### config.mk
export PLATFORM = sky130hd
export DESIGN_NAME = mem_access_unit
export DESIGN_NICKNAME = d
export VERILOG_FILES = /design/src/rtl/mem_access_unit.sv
export SDC_FILE = /design/constraint.sdc
export NUM_CORES = 1
export LEC_CHECK = 0
export ABC_AREA = 1
export CAP_MARGIN = 20
export CELL_PAD_IN_SITES_DETAIL_PLACEMENT = 1
export CELL_PAD_IN_SITES_GLOBAL_PLACEMENT = 1
export CORE_AREA = 2 2 122 171
export CTS_BUF_LIST = sky130_fd_sc_hd__clkbuf_16
export CTS_CLUSTER_DIAMETER = 120
export DETAILED_ROUTE_END_ITERATION = 10
export DIE_AREA = 0 0 124 173
export PLACE_DENSITY_LB_ADDON = 0.1
export SLEW_MARGIN = 20
export SYNTH_ARGS = -nofsm -noshare
export SYNTH_HDL_FRONTEND = slang
export SYNTH_SLANG_ARGS = --single-unit
### constraint.sdc
create_clock -name clk -period 2 [get_ports clk]
set_clock_uncertainty 0.1 [all_clocks]
set_input_delay 0.4 -clock clk [delete_from_list [all_inputs] [get_ports clk]]
set_output_delay 0.4 -clock clk [all_outputs]
set_load 0.02 [all_outputs]
### src/rtl/mem_access_unit.sv
// MEM-stage data-memory access unit: req/ack bus master with byte/half/word
// alignment, byte enables, load extension and upstream stall generation.
module mem_access_unit #(
  parameter int TIMEOUT = 16
) (
  input  logic        clk,
  input  logic        rst,
  input  logic        MemRead_in,
  input  logic        MemWrite_in,
  input  logic [1:0]  Size_in,
  input  logic        Unsigned_in,
  input  logic [31:0] ALUData_in,
  input  logic [31:0] StoreData_in,
  input  logic        RegWrite_in,
  input  logic        MemtoReg_in,
  input  logic [4:0]  WBregister_in,
  input  logic        mem_ack,
  input  logic [31:0] mem_rdata,
  output logic        RegWrite_out,
  output logic        MemtoReg_out,
  output logic [31:0] MemData_out,
  output logic [31:0] ALUData_out,
  output logic [4:0]  WBregister_out,
  output logic        stall,
  output logic        mem_req,
  output logic        mem_we,
  output logic [31:0] mem_addr,
  output logic [31:0] mem_wdata,
  output logic [3:0]  mem_be,
  output logic        misalign,
  output logic        bus_err
);

  localparam int CW = $clog2(TIMEOUT + 1);

  typedef enum logic [1:0] {IDLE, BUSY, DONE} state_t;

  state_t          state_q, state_d;
  logic            req_q, req_d;
  logic            we_q, we_d;
  logic [31:0]     addr_q, addr_d;
  logic [31:0]     wdata_q, wdata_d;
  logic [3:0]      be_q, be_d;
  logic [31:0]     rdata_q, rdata_d;
  logic [CW-1:0]   cnt_q, cnt_d;
  logic            err_q, err_d;

  logic [1:0]  a;
  logic        is_mem;
  logic        aligned;
  logic        access;
  logic [3:0]  be_c;
  logic [31:0] wdata_c;
  logic [7:0]  byte_c;
  logic [15:0] half_c;

  assign a       = ALUData_in[1:0];
  assign is_mem  = MemRead_in | MemWrite_in;

  always_comb begin
    aligned = 1'b1;
    be_c    = 4'b1111;
    wdata_c = StoreData_in;
    unique case (Size_in)
      2'b00: begin
        be_c    = 4'b0001 << a;
        wdata_c = {4{StoreData_in[7:0]}};
      end
      2'b01: begin
        aligned = ~a[0];
        be_c    = a[1] ? 4'b1100 : 4'b0011;
        wdata_c = {2{StoreData_in[15:0]}};
      end
      default: aligned = (a == 2'b00);
    endcase
  end

  assign access   = is_mem & aligned;
  assign misalign = (state_q == IDLE) & is_mem & ~aligned;

  // Load extraction works on the latched word; EX/MEM is frozen by stall.
  always_comb begin
    byte_c = rdata_q[7:0];
    unique case (a)
      2'b00: byte_c = rdata_q[7:0];
      2'b01: byte_c = rdata_q[15:8];
      2'b10: byte_c = rdata_q[23:16];
      2'b11: byte_c = rdata_q[31:24];
    endcase
    half_c = a[1] ? rdata_q[31:16] : rdata_q[15:0];
    unique case (Size_in)
      2'b00:   MemData_out = {{24{byte_c[7] & ~Unsigned_in}}, byte_c};
      2'b01:   MemData_out = {{16{half_c[15] & ~Unsigned_in}}, half_c};
      default: MemData_out = rdata_q;
    endcase
  end

  always_comb begin
    state_d      = state_q;
    req_d        = req_q;
    we_d         = we_q;
    addr_d       = addr_q;
    wdata_d      = wdata_q;
    be_d         = be_q;
    rdata_d      = rdata_q;
    cnt_d        = cnt_q;
    err_d        = err_q;
    stall        = 1'b0;
    RegWrite_out = 1'b0;
    bus_err      = 1'b0;
    unique case (state_q)
      IDLE: begin
        if (access) begin
          stall   = 1'b1;
          req_d   = 1'b1;
          we_d    = MemWrite_in;
          addr_d  = {ALUData_in[31:2], 2'b00};
          wdata_d = wdata_c;
          be_d    = be_c;
          cnt_d   = '0;
          state_d = BUSY;
        end else begin
          RegWrite_out = RegWrite_in & ~misalign;
        end
      end
      BUSY: begin
        stall = 1'b1;
        cnt_d = cnt_q + CW'(1);
        if (mem_ack) begin
          if (!we_q) rdata_d = mem_rdata;
          req_d   = 1'b0;
          state_d = DONE;
        end else if (cnt_q == CW'(TIMEOUT - 1)) begin
          req_d   = 1'b0;
          err_d   = 1'b1;
          state_d = DONE;
        end
      end
      DONE: begin
        RegWrite_out = RegWrite_in & ~err_q;
        bus_err      = err_q;
        err_d        = 1'b0;
        state_d      = IDLE;
      end
      default: state_d = IDLE;
    endcase
  end

  always_ff @(posedge clk) begin
    if (rst) begin
      state_q <= IDLE;
      req_q   <= 1'b0;
      we_q    <= 1'b0;
      addr_q  <= '0;
      wdata_q <= '0;
      be_q    <= '0;
      rdata_q <= '0;
      cnt_q   <= '0;
      err_q   <= 1'b0;
    end else begin
      state_q <= state_d;
      req_q   <= req_d;
      we_q    <= we_d;
      addr_q  <= addr_d;
      wdata_q <= wdata_d;
      be_q    <= be_d;
      rdata_q <= rdata_d;
      cnt_q   <= cnt_d;
      err_q   <= err_d;
    end
  end

  assign MemtoReg_out   = MemtoReg_in;
  assign ALUData_out    = ALUData_in;
  assign WBregister_out = WBregister_in;
  assign mem_req        = req_q;
  assign mem_we         = we_q;
  assign mem_addr       = addr_q;
  assign mem_wdata      = wdata_q;
  assign mem_be         = be_q;

endmodule

---- Word level (Yosys, flattened, before mapping) ----
Cells that the tools add are included.
word-level totals
  memories kept ........................... 0
  bits in read-only memories .............. 0
  RAM bits ................................ 0
  input port bits ......................... 111
  flip-flop bits (word level) ............. 108
  bits in latches ......................... 0
cells by class
  shifts and indexed selects .............. 1
  eq/ne operators ......................... 11
  multiply operators ...................... 0
  multiplexer cells ....................... 25
  divide/modulo/power cells ............... 0
  bitwise logic cells ..................... 14
  order comparisons ....................... 0
  reduce and logical (&&, ||, !) cells .... 11
  add/subtract/negate cells ............... 1
operators with widths
  kind                   number
  $pmux W32 S2           2
  $pmux W8 S4            1
  $mux W16               1
  $pmux W1 S2            5
  $pmux W5 S2            1
  $reduce_and A3 Y1      3
  $mux W1                8
  $pmux W4 S2            1
  $and A1 B1 Y1          7
  $eq A2 B1 Y1 const B   3
  $eq A2 B2 Y1 const B   3
  $logic_not A2 Y1       3
  $mux W2                3
  $ne A2 B2 Y1 const B   3
  $not A1 Y1             6
  $reduce_and A2 Y1      3
  $add A5 B1 Y5 const B  1
  $eq A5 B4 Y1 const B   1
  $mux W5                1
  $mux W4                1
  $pmux W2 S2            1
  $reduce_bool A2 Y1     2
  $shl A1 B2 Y4 const A  1
  $ne A3 B3 Y1 const B   1
  $or A1 B1 Y1           1

---- Longest topological paths before layout ----
  word-level depth ........................ 8
  mapped depth ............................ 9
  depth with buffers taken out ............ 9

---- Worst setup path before layout ----
Ideal clock, no wire load.
  path kind ............................... in2out
  start point ............................. in Size_in[1]
  end point ............................... out MemData_out[16]
  stages on the path ...................... 8
  buffers on the path ..................... 3
  setup slack ............................. 0.052 ns
  required time ........................... 1.500 ns
  arrival time ............................ 1.448 ns
  cells stage by stage .................... buf_2 inv_2 buf_6 nand2_1 a21oi_1 nand2_2 buf_6 nand3_1
on the way
  cells in the longest elaborated chain, start to end .. 2
  elaborated cells between the ends (all ways) .. 3
  those cells by class .................... eq/ne (1); mux (1); reduce/logical (1)
ends and longest elaborated chain
  what                                                     line  text
  start: declaration                                       10    input logic [1:0] Size_in,
  $eq A2 B1 Y1 / $logic_not A2 Y1 (equally long branches)  91    unique case (Size_in)
  $pmux W32 S2 (*)                                         91
  end: declaration                                         21    output logic [31:0] MemData_out,
Mark *: on every way between the ends. The rest lies on a longest branch, timed or not.

---- Final worst setup path ----
  start point ............................. reg rdata_q[23]
  end point ............................... out MemData_out[14]
on the way
  cells in the longest elaborated chain, start to end .. 3
ends and longest elaborated chain
  what                      line  text
  start: declaration        44    logic [31:0] rdata_q, rdata_d;
  start signal: assignment  167   rdata_q <= rdata_d;
  $pmux W8 S4               84    unique case (a)
  $and A1 B1 Y1             92    2'b00: MemData_out = {{24{byte_c[7] & ~Unsigned_in}}, byte_c};
  $pmux W32 S2              91
Every way passes these cells.

==> impl_metrics.env <==
export IMPL_violations="setup timing"
export IMPL_n_fill_cell=2451
export IMPL_seqPwrFrac_pct=39.7
export IMPL_p_sw_share_pct=32.32
export IMPL_num_vias=6036
export IMPL_async_flop_share_pct=0
export IMPL_synth_edff_count=0
export IMPL_drcViolationCount=0
export IMPL_antenna_found_initial=0
export IMPL_io_pins=255
export IMPL_yosysMostFrequentCell="nand2_1"
export IMPL_place_area_um2=8094
export IMPL_wl_um=22030
export IMPL_critPathKind="reg2out"
export IMPL_power_frac_comb_pct=30.4
export IMPL_syn_avg_cell_area_um2=6.599
export IMPL_synthFlopType="dfxtp_1"
export IMPL_hold_path_class="reg2reg"
export IMPL_core_um2=19840
export IMPL_synth_yosys_seq_area_share_pct=40.70
export IMPL_clk_path_buf_depth=2
export IMPL_yosysWarnings=0
export IMPL_yosys_register_bits=108
export IMPL_drt_iter0_drc=197
export IMPL_yosys_area_top_type="dfxtp_1"
export IMPL_peakVddDrop_v=0.0003608
export IMPL_cpMostUsedCell="nand3_4"
export IMPL_grt_total_usage_pct=20.50
export IMPL_die_area_um2=21450
export IMPL_h_tree_depth=3
export IMPL_use_met2_pct=38.62
export IMPL_worstPathCellList="nand2_1 -> nand3_2 -> nand3_4 -> buf_12 -> buf_16 -> nand3_4 -> buf_6"
export IMPL_synthCells=805
export IMPL_wire_per_inst_um=16.90
export IMPL_final_core_util_pct=44.59
export IMPL_crit_slowest_cell="dfxtp_1"
export IMPL_crit_buf_inv=3
export IMPL_cts_tree="done"
export IMPL_synth_top_area_share_pct=40.70
export IMPL_clkTransAtPathRegs_ns=0.08
export IMPL_clock_fmax_ghz=0.4963
export IMPL_synth_area_top_cells="dfxtp_1, nand2_1, nor2_1"
export IMPL_detailed_place_hpwl_um=16420
export IMPL_setup_ws_ns=-0.01482
export IMPL_period_needed_ns=2.015
export IMPL_syn_area_um2=5313
export IMPL_worstPathRequired_ns=1.50
export IMPL_die_w_um=124
export IMPL_critPathArrivalTime_ns=1.51
export IMPL_crit_family="buffers and inverters"
export IMPL_start_kind="flop"
export IMPL_viasPerCell=4.629
export IMPL_first_pass_iters=4
export IMPL_yosys_cell_types_count=27
export IMPL_grt_pass1_wl_um=33870
export IMPL_first_global_vias=6245
export IMPL_port_buffers=240
export IMPL_fin_crit_sh_pct=100.7
export IMPL_cts_buffers=9
export IMPL_synthToLayoutAreaGrowth_pct=66.56
export IMPL_insertion_delay_ns=0.36
export IMPL_setup_viol=11
export IMPL_busiest_layer="met2"
export IMPL_p_clk_share_pct=29.9
export IMPL_p_total_mw=6.211
export IMPL_drv_cap=0
export IMPL_leakage_nw=4.060
export IMPL_rsz0062_at_grt="true"
export IMPL_switchingPower_mw=2.008
export IMPL_gp_congestion=0.8627
export IMPL_grt_util_met1_pct=21.58
export IMPL_finalHoldViolCount=0
export IMPL_fp_dieH_um=173
export IMPL_intPower_mw=4.203
export IMPL_ys_top_cells_by_count="nand2_1, nor2_1, dfxtp_1, o21ai_0, nand3_1"
export IMPL_cts_sinks=108
export IMPL_crit_path_max_incr_delay_ns=0.39
export IMPL_cp_end_kind="output pin"
export IMPL_slew_viol_final=0
export IMPL_status="finished, violations left"
export IMPL_cts_hold_buf=0
export IMPL_power_density_nw_per_um2=701.9
export IMPL_grt_max_degree=58
export IMPL_postLayoutCellArea_um2=8848
export IMPL_use_met3_pct=4.453
export IMPL_num_nets_final=1161
export IMPL_ant_nets=0
export IMPL_cts_root_buf="clkbuf_16"
export IMPL_rows=61
export IMPL_floorplan_initialDensity_pct=26.77
export IMPL_gr_total_overflow=0
export IMPL_layout_drive_gt1_share_pct=18.16
export IMPL_diodes=0
export IMPL_cp_max_fo=7
## worst register-to-register path, stage by stage (launching register included)
cell and delay, ns:
dfxtp_1 0.32, inv_1 0.09, nand2_1 0.11, nor2_4 0.12
nand2_4 0.05, buf_4 0.22, buf_12 0.22, o21ai_0 0.28
nor2_1 0.06
## power groups by stage
stage / logic, mW / registers (mW) / clock network, mW
6_report: 1.89 / 2.47 / 1.86
5_1_grt: 2.06 / 2.49 / 2.01
4_1_cts: 1.88 / 2.47 / 1.93
3_5_place_dp: 1.85 / 2.52 / 0
3_3_place_gp: 1.83 / 2.51 / 0
2_1_floorplan: 0.748 / 2.67 / 0
## metal layers
metal / vias to the layer above / wire length (µm)
li1: 3006 / -
met1: 2806 / 8208
met2: 186 / 11850
met3: 38 / 1304
met4: 0 / 675
met5: - / 0
## through the flow
stage          setup TNS (ns)  hold WS [ns]  cells  worst slack (ns)
2_1_floorplan               0        0.3435    806           0.05224
3_3_place_gp           -72.55        0.3526   1279            -1.003
3_5_place_dp           -76.08        0.3584   1279            -1.060
4_1_cts               -0.4303        0.3703   1302          -0.03643
5_1_grt                -1.871        0.3948   1304          -0.08612
6_report             -0.05499        0.3661   1304          -0.01482
## registers in the layout (all words and copies together), names as in the netlist
name / count
mem_addr: 30
mem_we: 1
mem_be: 4
mem_req: 1
mem_wdata: 32
cnt_q: 5
rdata_q: 32
err_q: 1
state_q: 2
## layout by cell type, fill, tap and decap left out, drive strengths merged
cell type      synthesis  final
a21oi                 35     35
nor3                   3      3
buf                   69    112
dfxtp                108    108
clkinv                 1      2
clkbuf                15     11
o221ai                 2      2
clkdlybuf4s50          0    171
nor2                 193    193
clkinvlp               0      1
conb                   1      2
dlygate4sd2            0     14
nand2                194    195
a21boi                 1      1
nand4                  1      1
o21ai                 98     98
bufinv                 0      1
dlymetal6s2s           0     15
nand3                 48     48
or2                    2      2
ha                     2      2
inv                   32     35
## cell type report
type                    count  area (µm²)  share of cell area, %
inverters                  33       128.9                  1.456
well taps                 252       315.3                  3.563
multi-input cells         582        2800                  31.65
flip-flops and latches    108        2168                  24.51
clock buffers               9       225.2                  2.545
clock inverters             6       62.56                 0.7070
repair buffers            314        3148                  35.58
## final timing paths
check | startpoint | end | slack, ns | cells past startpoint
setup / recovery | rdata_q[23] | MemData_out[14] | -0.01 | 7
hold / removal | mem_wdata[27] | mem_wdata[27] | 0.37 | 2
setup reg to reg | state_q[0] | mem_wdata[17] | 0.32 | 8
hold reg to reg | mem_wdata[27] | mem_wdata[27] | 0.37 | 2
## what timing repair did
action | in CTS | in global routing
cloned | 3 | 0
buffers inserted | 5 | 2
pin swaps | 7 | 11
endpoints found under the setup margin | 115 | 49
resized for setup | 282 | 54
## cells by family (layout without fill, tap and decap cells)
logic type	after synthesis	after routing	synth area share, %
simple gates	441	442	33.28
compound gates	136	136	13.07
buf+inv	117	362	12.41
flops	108	108	40.70
fa+ha+maj	2	2	0.4710
other cells	1	2	0.07059
No activity file was read; power rests on OpenSTA's default activity.
==> edit 1, RTL diff (config.mk and constraints unchanged) <==
Take the reset off `addr_q` and load it in a clocked block of its own.
--- a/src/rtl/mem_access_unit.sv
+++ b/src/rtl/mem_access_unit.sv
@@ -152,5 +152,4 @@
       req_q   <= 1'b0;
       we_q    <= 1'b0;
-      addr_q  <= '0;
       wdata_q <= '0;
       be_q    <= '0;
@@ -162,5 +161,4 @@
       req_q   <= req_d;
       we_q    <= we_d;
-      addr_q  <= addr_d;
       wdata_q <= wdata_d;
       be_q    <= be_d;
@@ -169,4 +167,8 @@
       err_q   <= err_d;
     end
+  end
+
+  always_ff @(posedge clk) begin
+    addr_q <= addr_d;
   end
 
Function: changed (a bounded check fails within 4 cycles, from zero or initial values and one cycle with rst high).
==> edit 1 against the unedited design <==
Hold slack improved by 0.0022 ns; critical path type is now in -> out; clock power decreased by 6%; worst setup slack improved by 0.029 ns; routed wire length decreased by 4.2%; critical endpoint is now MemData_out[17]; synthesized area decreased by 2.5%; final cell count decreased by 7.5%; sequential cell count unchanged; sequential power increased by 3%; first-iteration DRC count decreased by 18%; final area decreased by 4.1%; total power decreased by 4.2%.
==> edit 1: results <==
<?xml version="1.0" encoding="UTF-8"?>
<metrics>
  <group name="layout">
    <metric name="post_route_cells_drive_above_1_share" unit="%">17.92</metric>
    <metric name="nets" unit="">1062</metric>
    <metric name="antennaDiodeCount" unit="">0</metric>
    <metric name="instances_no_fill" unit="">1206</metric>
  </group>
  <group name="global_route">
    <metric name="grt_start_max_net_pins" unit="">48</metric>
    <metric name="met2_usage" unit="%">38.80</metric>
    <metric name="gr-usage-met3" unit="%">3.430</metric>
    <metric name="number_of_global_route_vias_before_repair" unit="">5629</metric>
    <metric name="grt_util_overall" unit="%">19.04</metric>
    <metric name="globalRouteMet1Util" unit="%">18.96</metric>
    <metric name="first_pass_grt_wire_length" unit="um">31050</metric>
  </group>
  <group name="critical_path">
    <metric name="worst_path_largest_cell_delay" unit="ns">0.18</metric>
    <metric name="cp_data_arrival_time" unit="ns">1.49</metric>
    <metric name="crit_slowest_cell" unit="">sky130_fd_sc_hd__a21oi_4</metric>
    <metric name="crit_path_max_fanout" unit="">9</metric>
  </group>
  <group name="synthesis">
    <metric name="netlist-cell-type-count" unit="">29</metric>
    <metric name="synth_edf_count" unit="">30</metric>
    <metric name="synth.avg_cell_area" unit="um2">7.358</metric>
    <metric name="synth_seq_area_share" unit="%">47.54</metric>
    <metric name="commonest_cells_post_synth" unit="">194 x sky130_fd_sc_hd__nand2_1, 129 x sky130_fd_sc_hd__nor2_1, 78 x sky130_fd_sc_hd__dfxtp_1, 68 x sky130_fd_sc_hd__o21ai_0, 45 x sky130_fd_sc_hd__nand3_1</metric>
    <metric name="synth.area.top_cells" unit="">sky130_fd_sc_hd__dfxtp_1 30%, sky130_fd_sc_hd__edfxtp_1 17%, sky130_fd_sc_hd__nand2_1 14%</metric>
  </group>
  <group name="route">
    <metric name="drt-initial-drc-count" unit="">161</metric>
    <metric name="wl" unit="um">21110</metric>
    <metric name="m1WireLength" unit="um">7605</metric>
    <metric name="vias" unit="">5502</metric>
    <metric name="detailroute.wirelength.met3" unit="um">1259</metric>
    <metric name="met2_length" unit="um">11980</metric>
  </group>
  <group name="power_and_ir_drop">
    <metric name="max-vdd-ir-drop" unit="mV">0.3345</metric>
    <metric name="p_sw_share" unit="%">31.34</metric>
    <metric name="power_leakage" unit="nW">3.839</metric>
  </group>
  <group name="run_status">
    <metric name="outcome" unit="">completed</metric>
  </group>
  <group name="placed_design">
    <metric name="place_ws" unit="ns">-0.9988</metric>
    <metric name="dpl-instance-area" unit="um2">7990</metric>
    <metric name="dp_hpwl" unit="um">16630</metric>
    <metric name="routabilityCongestion" unit="">0.8644</metric>
  </group>
  <group name="timing">
    <metric name="timing.final.setup_violations" unit="">0</metric>
  </group>
</metrics>
-- edit 1: final timing paths --
check / slack [ns] / startpoint / end
hold reg to reg: 0.37 / mem_wdata[28]$_SDFFE_PP0P_ / mem_wdata[28]$_SDFFE_PP0P_
setup reg to reg: 0.33 / state_q[0]$_SDFFE_PP0P_ / rdata_q[14]$_SDFFE_PP0P_
hold / removal: 0.37 / mem_wdata[28]$_SDFFE_PP0P_ / mem_wdata[28]$_SDFFE_PP0P_
setup / recovery: 0.01 / Size_in[1] / MemData_out[17]
-- edit 1: power groups by stage --
| stage | registers, mW | clock network [mW] | logic [mW] |
|---|---|---|---|
| 3_5_place_dp | 2.59 | 0 | 1.66 |
| 2_1_floorplan | 2.72 | 0 | 0.646 |
| 6_report | 2.54 | 1.75 | 1.65 |
| 5_1_grt | 2.56 | 1.90 | 1.79 |
| 3_3_place_gp | 2.59 | 0 | 1.64 |
| 4_1_cts | 2.54 | 1.82 | 1.65 |
-- edit 1: final cells by class --
class                      count  area (um2)
clock buffer                   9       225.2
clock inverter                 7       60.06
fill                        2387       11360
inverter                      30       115.1
multi-input combinational    492        2278
sequential                   108        2466
tap                          252       315.3
timing repair buffer         308        3025
-- edit 1: timing repair --
item / CTS / global route
gates resized for setup: 225 / 64
gates cloned: 1 / 0
pin swaps: 3 / 3
setup buffers: 3 / 0
setup endpoints to repair: 127 / 46
-- edit 1: cells by family after synthesis --
family | Yosys count | share of synthesized area, %
other | 1 | 0.07239
adders and majority gates | 2 | 0.4830
and+or+nand+nor | 382 | 29.88
AOI/OAI and AO/OA | 106 | 10.51
DFF | 108 | 47.54
buffers and inverters | 105 | 11.52
==> edit 2, RTL diff (config.mk and constraints unchanged) <==
Made on the original files. Set the parameter `TIMEOUT` to 64 (it was 16).
--- a/src/rtl/mem_access_unit.sv
+++ b/src/rtl/mem_access_unit.sv
@@ -2,5 +2,5 @@
 // alignment, byte enables, load extension and upstream stall generation.
 module mem_access_unit #(
-  parameter int TIMEOUT = 16
+  parameter int TIMEOUT = 64
 ) (
   input  logic        clk,
Function: same outputs for any inputs over 4 cycles, from zero or initial values and one cycle with rst high; that may be too few to reach the edited logic, so the function may still have changed.
==> edit 2 against the unedited design <==
The run still ends with negative setup slack left; sequential cell count is 2 higher; non-clock buffer count is 2 higher; worst setup slack worse by 0.041 ns; final cell count is 0.23% lower; total power is 5.7% lower; routed wire length is 2.6% lower; final area is 0.65% higher; count of clock-buffer cells in the layout stayed put; synthesized area is 2.1% higher; largest cell class unchanged; highest routed layer unchanged.
==> edit 2: results <==
<?xml version="1.0" encoding="UTF-8"?>
<metrics>
  <group name="placed_design">
    <metric name="dp_hpwl" unit="um">15370</metric>
    <metric name="place_ws" unit="ns">-0.9062</metric>
    <metric name="dpl-instance-area" unit="um2">8134</metric>
  </group>
  <group name="layout">
    <metric name="regArea" unit="um2">2206</metric>
    <metric name="layout.comb_gates.multi_input" unit="">574</metric>
    <metric name="filler_cell_count" unit="">2422</metric>
    <metric name="antennaDiodeCount" unit="">1</metric>
    <metric name="non_clock_buffer_area_share" unit="%">35.94</metric>
    <metric name="post_route_cells_drive_above_1_share" unit="%">18.70</metric>
  </group>
  <group name="critical_path">
    <metric name="worst_path_largest_cell_delay" unit="ns">0.18</metric>
    <metric name="crit_slowest_cell" unit="">sky130_fd_sc_hd__buf_12</metric>
    <metric name="cp_data_arrival_time" unit="ns">1.56</metric>
    <metric name="timing.reg2reg.worst_path_depth" unit="">9</metric>
  </group>
  <group name="min_path">
    <metric name="hold_path_depth" unit="">3</metric>
  </group>
  <group name="route">
    <metric name="drt-initial-drc-count" unit="">251</metric>
    <metric name="vias" unit="">6028</metric>
    <metric name="routedWlPerCell" unit="um">16.50</metric>
  </group>
  <group name="timing">
    <metric name="timing.final.setup_violations" unit="">15</metric>
    <metric name="post-route-worst-setup-slack" unit="ns">-0.05568</metric>
    <metric name="hold-worst-slack" unit="ns">0.2188</metric>
  </group>
  <group name="global_route">
    <metric name="first_pass_grt_wire_length" unit="um">32800</metric>
    <metric name="number_of_global_route_vias_before_repair" unit="">6099</metric>
    <metric name="grt_start_max_net_pins" unit="">60</metric>
    <metric name="grt_util_overall" unit="%">19.66</metric>
  </group>
  <group name="run_status">
    <metric name="outcome" unit="">finished, violations left</metric>
    <metric name="violations" unit="">negative setup slack</metric>
  </group>
  <group name="power_and_ir_drop">
    <metric name="power_per_standard_cell_area" unit="nW/um2">658.0</metric>
  </group>
  <group name="synthesis">
    <metric name="synth.area.top_cells" unit="">sky130_fd_sc_hd__dfxtp_1 41%, sky130_fd_sc_hd__nand2_1 20%, sky130_fd_sc_hd__a21oi_1 6.7%</metric>
    <metric name="postSynthCellCount" unit="">802</metric>
    <metric name="post_synth_instance_area" unit="um2">5426</metric>
    <metric name="netlist-cell-type-count" unit="">28</metric>
  </group>
</metrics>
-- edit 2: kinds of logic (layout without fill, tap and decap cells) --
| group | after synthesis | in the layout | synth area share [%] |
|---|---|---|---|
| AOI/OAI and AO/OA | 135 | 135 | 13.24 |
| adders and majority gates | 1 | 1 | 0.2305 |
| buffers and inverters | 120 | 364 | 12.91 |
| DFF | 110 | 110 | 40.58 |
| other | 1 | 3 | 0.06911 |
| and+or+nand+nor | 435 | 436 | 32.97 |
-- edit 2: where the power goes --
group	total [mW]	switching, mW	internal [mW]
registers	2.45	0.105	2.34
logic	1.67	0.871	0.798
clock network	1.74	0.894	0.849
total	5.86	1.87	3.99
-- edit 2: worst max path at each step --
stage	startpoint	end	slack [ns]	cells past startpoint
after floorplan	Size_in[1]	MemData_out[5]	0.07	8
after global placement	ALUData_in[1]	MemData_out[15]	-0.85	8
after detailed placement	ALUData_in[1]	MemData_out[23]	-0.91	8
after CTS	rdata_q[15]$_SDFFE_PP0P_	MemData_out[23]	-0.05	7
after global routing	rdata_q[15]$_SDFFE_PP0P_	MemData_out[23]	-0.11	7
final	ALUData_in[0]	MemData_out[23]	-0.06	10
-- edit 2: timing repair --
item	in CTS	in global routing
hold endpoints to repair	0	0
cloned	2	2
buffers inserted	8	2
gates resized for setup	257	64
hold buffers	0	0
setup endpoints to repair	49	63
pin swaps	7	9
-- edit 2: metal layers --
layer  part of all wire, %  global-route usage [%]  up-vias
li1                      -                       -     3004
met1                    39                   21.14     2837
met2                    53                   36.86      171
met3                   6.8                   5.145       16
met4                   1.4                   5.524        0
met5                     0                       0        -
-- edit 2: worst min-delay path: cells and delay by family --
| family | cells | cell delay [ns] |
|---|---|---|
| and+or+nand+nor | 1 | 0.06 |
| buffers and inverters | 1 | 0.13 |
| AOI/OAI and AO/OA | 1 | 0.05 |
